==> config.mk <==
export PLATFORM = sky130hd
export DESIGN_NAME = data_packer
export DESIGN_NICKNAME = d
export VERILOG_FILES = /design/src/rtl/lebug_pkg.sv /design/src/rtl/pack_buffer.sv /design/src/rtl/data_packer.sv
export SDC_FILE = /design/constraint.sdc
export NUM_CORES = 2
export LEC_CHECK = 0
export ABC_AREA = 1
export CORE_MARGIN = 10
export CORE_UTILIZATION = 45
export CTS_BUF_LIST = sky130_fd_sc_hd__clkbuf_4 sky130_fd_sc_hd__clkbuf_8
export DETAILED_ROUTE_END_ITERATION = 7
export PLACE_DENSITY = 0.7
export REMOVE_ABC_BUFFERS = 1
export SLEW_MARGIN = 25
export SYNTH_ARGS = -nofsm -noshare
export SYNTH_HDL_FRONTEND = slang
export SYNTH_SLANG_ARGS = --single-unit
==> constraint.sdc <==
create_clock -name clk -period 4.5 [get_ports clk]
set_clock_uncertainty 0.1 [all_clocks]
set_input_delay 0.45 -clock clk [delete_from_list [all_inputs] [get_ports clk]]
set_output_delay 0.45 -clock clk [all_outputs]
set_load 0.05 [all_outputs]
==> src/rtl/lebug_pkg.sv <==
// lebug_pkg: shared config layout constants and firmware byte type for the trace path.
package lebug_pkg;
    localparam int CFG_COMMIT_OFS      = 0;
    localparam int CFG_SIZE_OFS        = 1;
    localparam int CFG_BYTES_PER_CHAIN = 2;
    typedef logic [7:0] firmware_byte_t;
endpackage

==> src/rtl/pack_buffer.sv <==
// pack_buffer: packs kept input lanes behind the buffered lanes through a 2N-lane window.
module pack_buffer
    import lebug_pkg::*;
#(
    parameter int N          = 8,
    parameter int DATA_WIDTH = 32,
    parameter int CW         = $clog2(N + 1)
) (
    input  logic                    clk,
    input  logic                    reset_n,
    input  logic                    append_i,
    input  logic                    flush_i,
    input  logic [CW-1:0]           size_i,
    input  logic [N*DATA_WIDTH-1:0] vector_i,
    output logic                    emit_o,
    output logic [N*DATA_WIDTH-1:0] emit_vector_o,
    output logic [CW-1:0]           emit_count_o,
    output logic [CW-1:0]           count_o
);
    localparam int LW = N * DATA_WIDTH;
    localparam logic [CW:0] FULL = (CW + 1)'(N);

    logic [LW-1:0]   buffer_q, buffer_d, kept;
    logic [2*LW-1:0] window;
    logic [CW-1:0]   count_q, count_d;
    logic [CW:0]     total;
    logic            wrap;

    // Lanes above count_q are kept zero, so OR-ing the shifted input is a clean append.
    always_comb begin
        kept = '0;
        for (int i = 0; i < N; i++)
            kept[i*DATA_WIDTH +: DATA_WIDTH] = (append_i && i < int'(size_i)) ? vector_i[i*DATA_WIDTH +: DATA_WIDTH] : '0;
        window        = ({{LW{1'b0}}, kept} << (int'(count_q) * DATA_WIDTH)) | {{LW{1'b0}}, buffer_q};
        total         = {1'b0, count_q} + (append_i ? {1'b0, size_i} : '0);
        wrap          = append_i && total >= FULL;
        emit_o        = flush_i | wrap;
        emit_vector_o = window[LW-1:0];
        emit_count_o  = flush_i ? count_q : CW'(N);
        buffer_d      = flush_i ? '0 : wrap ? window[2*LW-1:LW] : window[LW-1:0];
        count_d       = flush_i ? '0 : wrap ? CW'(total - FULL) : total[CW-1:0];
    end

    always_ff @(posedge clk or negedge reset_n) begin
        if (!reset_n) begin
            buffer_q <= '0;
            count_q  <= '0;
        end else begin
            buffer_q <= buffer_d;
            count_q  <= count_d;
        end
    end

    assign count_o = count_q;
endmodule

==> src/rtl/data_packer.sv <==
// data_packer: keeps the first size lanes of each committed beat and packs them into full N-lane vectors.
module data_packer
    import lebug_pkg::*;
#(
    parameter int             N                  = 8,
    parameter int             DATA_WIDTH         = 32,
    parameter int             MAX_CHAINS         = 4,
    parameter firmware_byte_t PERSONAL_CONFIG_ID = 8'd0,
    parameter firmware_byte_t INITIAL_FIRMWARE_COMMIT [0:MAX_CHAINS-1] = '{default: 8'd0},
    parameter firmware_byte_t INITIAL_FIRMWARE_SIZE   [0:MAX_CHAINS-1] = '{default: firmware_byte_t'(N)}
) (
    input  logic                          clk,
    input  logic                          reset_n,
    input  logic                          tracing,
    input  logic                          valid_in,
    input  logic                          eof_in,
    input  logic                          bof_in,
    input  logic [$clog2(MAX_CHAINS)-1:0] chainId_in,
    input  logic [7:0]                    configId,
    input  logic [7:0]                    configData,
    input  logic [N*DATA_WIDTH-1:0]       vector_in,
    output logic [N*DATA_WIDTH-1:0]       vector_out,
    output logic                          valid_out,
    output logic [$clog2(N+1)-1:0]        count_out
);
    localparam int CW   = $clog2(N + 1);
    localparam int NCFG = CFG_BYTES_PER_CHAIN * MAX_CHAINS;

    firmware_byte_t          cfg_q [0:NCFG-1];
    firmware_byte_t          commit_c [0:MAX_CHAINS-1];
    firmware_byte_t          size_c [0:MAX_CHAINS-1];
    logic                    tracing_q, valid_out_q;
    logic [N*DATA_WIDTH-1:0] vector_out_q, emit_vector;
    logic [CW-1:0]           count_out_q, emit_count, buf_count, size_eff;
    logic                    accept, flush, cfg_wr, emit;
    logic                    unused_markers;

    always_comb begin
        for (int c = 0; c < MAX_CHAINS; c++) begin
            commit_c[c] = cfg_q[CFG_BYTES_PER_CHAIN*c + CFG_COMMIT_OFS];
            size_c[c]   = cfg_q[CFG_BYTES_PER_CHAIN*c + CFG_SIZE_OFS];
        end
    end

    assign accept         = tracing && valid_in && commit_c[chainId_in] != '0 && size_c[chainId_in] != '0;
    assign size_eff       = size_c[chainId_in] > firmware_byte_t'(N) ? CW'(N) : size_c[chainId_in][CW-1:0];
    assign flush          = tracing_q && !tracing && buf_count != '0;
    assign cfg_wr         = !tracing && configId == PERSONAL_CONFIG_ID;
    assign unused_markers = eof_in ^ bof_in;

    pack_buffer #(.N(N), .DATA_WIDTH(DATA_WIDTH), .CW(CW)) u_pack_buffer (
        .clk           (clk),
        .reset_n       (reset_n),
        .append_i      (accept),
        .flush_i       (flush),
        .size_i        (size_eff),
        .vector_i      (vector_in),
        .emit_o        (emit),
        .emit_vector_o (emit_vector),
        .emit_count_o  (emit_count),
        .count_o       (buf_count)
    );

    // Config bytes shift in from the top, so the first byte written ends up as chain 0's commit.
    always_ff @(posedge clk or negedge reset_n) begin
        if (!reset_n) begin
            for (int c = 0; c < MAX_CHAINS; c++) begin
                cfg_q[CFG_BYTES_PER_CHAIN*c + CFG_COMMIT_OFS] <= INITIAL_FIRMWARE_COMMIT[c];
                cfg_q[CFG_BYTES_PER_CHAIN*c + CFG_SIZE_OFS]   <= INITIAL_FIRMWARE_SIZE[c];
            end
            tracing_q    <= 1'b0;
            valid_out_q  <= 1'b0;
            vector_out_q <= '0;
            count_out_q  <= '0;
        end else begin
            if (cfg_wr) begin
                for (int k = 0; k < NCFG - 1; k++) cfg_q[k] <= cfg_q[k+1];
                cfg_q[NCFG-1] <= configData;
            end
            tracing_q   <= tracing;
            valid_out_q <= emit;
            if (emit) begin
                vector_out_q <= emit_vector;
                count_out_q  <= emit_count;
            end
        end
    end

    assign vector_out = vector_out_q;
    assign valid_out  = valid_out_q;
    assign count_out  = count_out_q;
endmodule

==> run metrics <==
worst r2r dst u_pack_buffer.buffer_q[204]$_DFF_PN0_; Cell Pwr Density 667 mW/mm²; Pleak 24.0 nW; min-delay src configData[3]; clock slew at reported path FFs 0.06 ns; CTS Root Cell clkbuf_8; Primary FF master, synth dfrtp_1; CP bufs+invs 9; CP delay by family, top buffers and inverters; worst skew pair latency 0.78 ns; R2R cell count 22; Die W 314 µm; Slew Viols, Final 0; CP Launch Type input port; min Tclk post-route 3.95 ns; largest net degree at the start of global routing 207; flops & latches, synth 586; Area after DPL 0.0458 mm²; most common cell in the netlist nand2_1; Hold Violations, Final 0; Final Cycle Share 0.878; clk sinks 586; Crit-path slowest cell clkdlybuf4s50_1; RSZ-0062 raised after global routing false; Fmax 253 MHz; run status complete, but fails checks; clock buffer depth 3; Residual DRC 6; Post-DP HPWL 101000 µm; Hold EP cfg_q[3]$_DFFE_PN1P_; Die Y 314 µm; DIE AREA 0.0987 mm²; Crit. End Element flip-flop; hold depth 3; GPL Wtd Cong 0.925; Top Ports 541; critical path class input port to flip-flop; Seq/Total Area, Yosys 0.377; final setup fails 0; crit-path max cell delay 0.56 ns; post-synthesis cell area 0.0389 mm²; vias 43700; max_cap viols 0; cells after synthesis 6140; share of layout cells above drive strength 1 0.0639; Min-Delay Path Class input port to flip-flop; origin of the critical flop-to-flop path cfg_q[19]$_DFFE_PN1P_; largest fanout on the critical path 14; failing checks DRC; 1st-iter DRT viols 4857; core area 0.0855 mm²; Post-synth top cells 2157 x nand2_1, 1090 x nand3_1, 582 x dfrtp_1; Total Wirelength 156000 µm; CTS tree built; vias in the first global route 41200; post-cts sizing count 0; Avg Synthesized Cell Area 6.34 µm²; WP depth 26; flop-to-flop setup slack 0.55 ns; vias per cell 5.64; Max VDD drop 484 µV; grt ovf 0; total CTS buffers 108; Slew @ Worst Pin 1.13 ns; global-route wire length before repair 238000 µm; port buffer count 538; Worst Path Arrival 4.49 ns; Post-synth EDFFs 0; ranking of synthesized cells by area dfrtp_1 37%, nand2_1 21%, nand3_1 14%; Initial Util 0.455; FILL cells 8342; WL per Instance 20.2 µm; Worst slew margin 0.247; initial antenna violation count 11; Final Net Count 6793; fin util 0.564; area share of the largest cell type after synthesis 0.374; num rows 107; antenna viol nets, final 0; Tot GR Track Use 0.305; Multi-input gate area 0.0204 mm²; Distinct cells, synth 40; critical path required time 5.04 ns; # H-tree levels 3; Ys Warns 0; asr flop ratio synth 1.00; area growth from synthesis to final layout 23.9%; final instance area 0.0483 mm²; Synth area leader dfrtp_1; Detailed Routing Iterations Pass 1 8; sequential cell area 0.0147 mm²
metrics by stage:
stage	setup TNS, ns	total power, mW	hold WS [ns]	setup slack (ns)	cells
floorplan	-7689.31	20.0	0.0544	-17.45	5695
CTS	0	32.1	0.0747	0.549	7733
detailed placement	-16.04	26.4	0.365	-0.199	7540
finish	0	32.2	0.153	0.551	7742
global placement	-7.33	26.1	0.362	-0.152	7540
global route	0	34.2	0.149	0.251	7740
worst register-to-register path, stage by stage, from the launching register on:
cell and delay [ns]:
dfstp_2 0.51, inv_1 0.06, o21ai_1 0.16, nand2_1 0.09, nand3_1 0.12, nor2_2 0.06, nor2_4 0.11, o21ai_0 0.13
nor2_1 0.13, ha_1 0.17, inv_1 0.06, fa_1 0.43, o311ai_0 0.36, buf_4 0.20, nand2_8 0.10, nor2_4 0.34
buf_4 0.24, buf_4 0.20, nand3_1 0.10, nand2_1 0.07, inv_1 0.04, nand2_1 0.05, inv_1 0.03
metal layers:
| metal | global-route usage | part of all wire | routed length [µm] |
|---|---|---|---|
| met3 | 0.0889 | 0.12 | 19000 |
| met5 | 0 | 0.00019 | 29 |
| met4 | 0.160 | 0.052 | 8150 |
| met1 | 0.383 | 0.39 | 60400 |
| met2 | 0.470 | 0.44 | 68500 |
cell families after synthesis:
kind of cell,count (synthesis),share of synthesized area
buffers and inverters,970,0.102
AO/OA/AOI/OAI,686,0.101
adder cells (fa/ha/maj),5,0.00180
XOR/XNOR,1,0.000225
AND/OR/NAND/NOR,3891,0.418
multiplexers,1,0.000289
flip-flops,586,0.377
registers in the layout (all words and copies together) (netlist names):
register / count
cfg_q: 64
u_pack_buffer.buffer_q: 256
vector_out: 256
u_pack_buffer.count_o: 4
tracing_q: 1
valid_out: 1
count_out: 4
timing repair:
item                                    4_1_cts  5_1_grt
buffers inserted                              0        0
endpoints found under the setup margin        0        0
hold buffers                                  1        0
hold endpoints to repair                     78        0
how the worst max path moves through the flow:
stage	from	endpoint
finish	chainId_in[0]	u_pack_buffer.buffer_q[204]$_DFF_PN0_
detailed placement	chainId_in[0]	u_pack_buffer.buffer_q[204]$_DFF_PN0_
global placement	chainId_in[0]	u_pack_buffer.buffer_q[204]$_DFF_PN0_
global route	cfg_q[19]$_DFFE_PN1P_	u_pack_buffer.buffer_q[201]$_DFF_PN0_
CTS	cfg_q[19]$_DFFE_PN1P_	u_pack_buffer.buffer_q[194]$_DFF_PN0_
floorplan	u_pack_buffer.count_o[1]$_DFF_PN0_	count_out[0]$_DFFE_PN0P_
report_power, final:
group / switching [mW] / internal [mW]
logic: 12.2 / 5.56
registers: 1.22 / 7.57
clock network: 2.47 / 3.18
area by class of cell:
class | count | share of cell area
Antenna cell | 8 | 0.000415
Clock buffer | 166 | 0.0432
Inverter | 525 | 0.0418
Tap cell | 1144 | 0.0297
Clock inverter | 26 | 0.00555
Sequential cell | 586 | 0.304
Multi-Input combinational cell | 4584 | 0.422
Timing Repair Buffer | 703 | 0.153
layout by cell type, fill, tap and decap left out, types with 9 or more instances in the layout:
master | Yosys | final
o21bai_1 | 74 | 74
a21oi_1 | 268 | 268
nor2_4 | 5 | 10
buf_12 | 0 | 59
a31oi_1 | 157 | 157
dfrtp_1 | 582 | 578
o211ai_1 | 9 | 9
o21ai_0 | 103 | 103
inv_2 | 12 | 10
clkdlybuf4s50_1 | 0 | 537
clkbuf_8 | 0 | 134
nand2_1 | 2157 | 2157
clkbuf_4 | 0 | 32
nand4_1 | 83 | 83
clkinv_2 | 0 | 13
buf_4 | 15 | 103
o21ai_1 | 55 | 54
inv_1 | 510 | 507
nor2_1 | 531 | 526
nand3_1 | 1090 | 1090
Note: power is estimated with default switching activity, not from simulation.
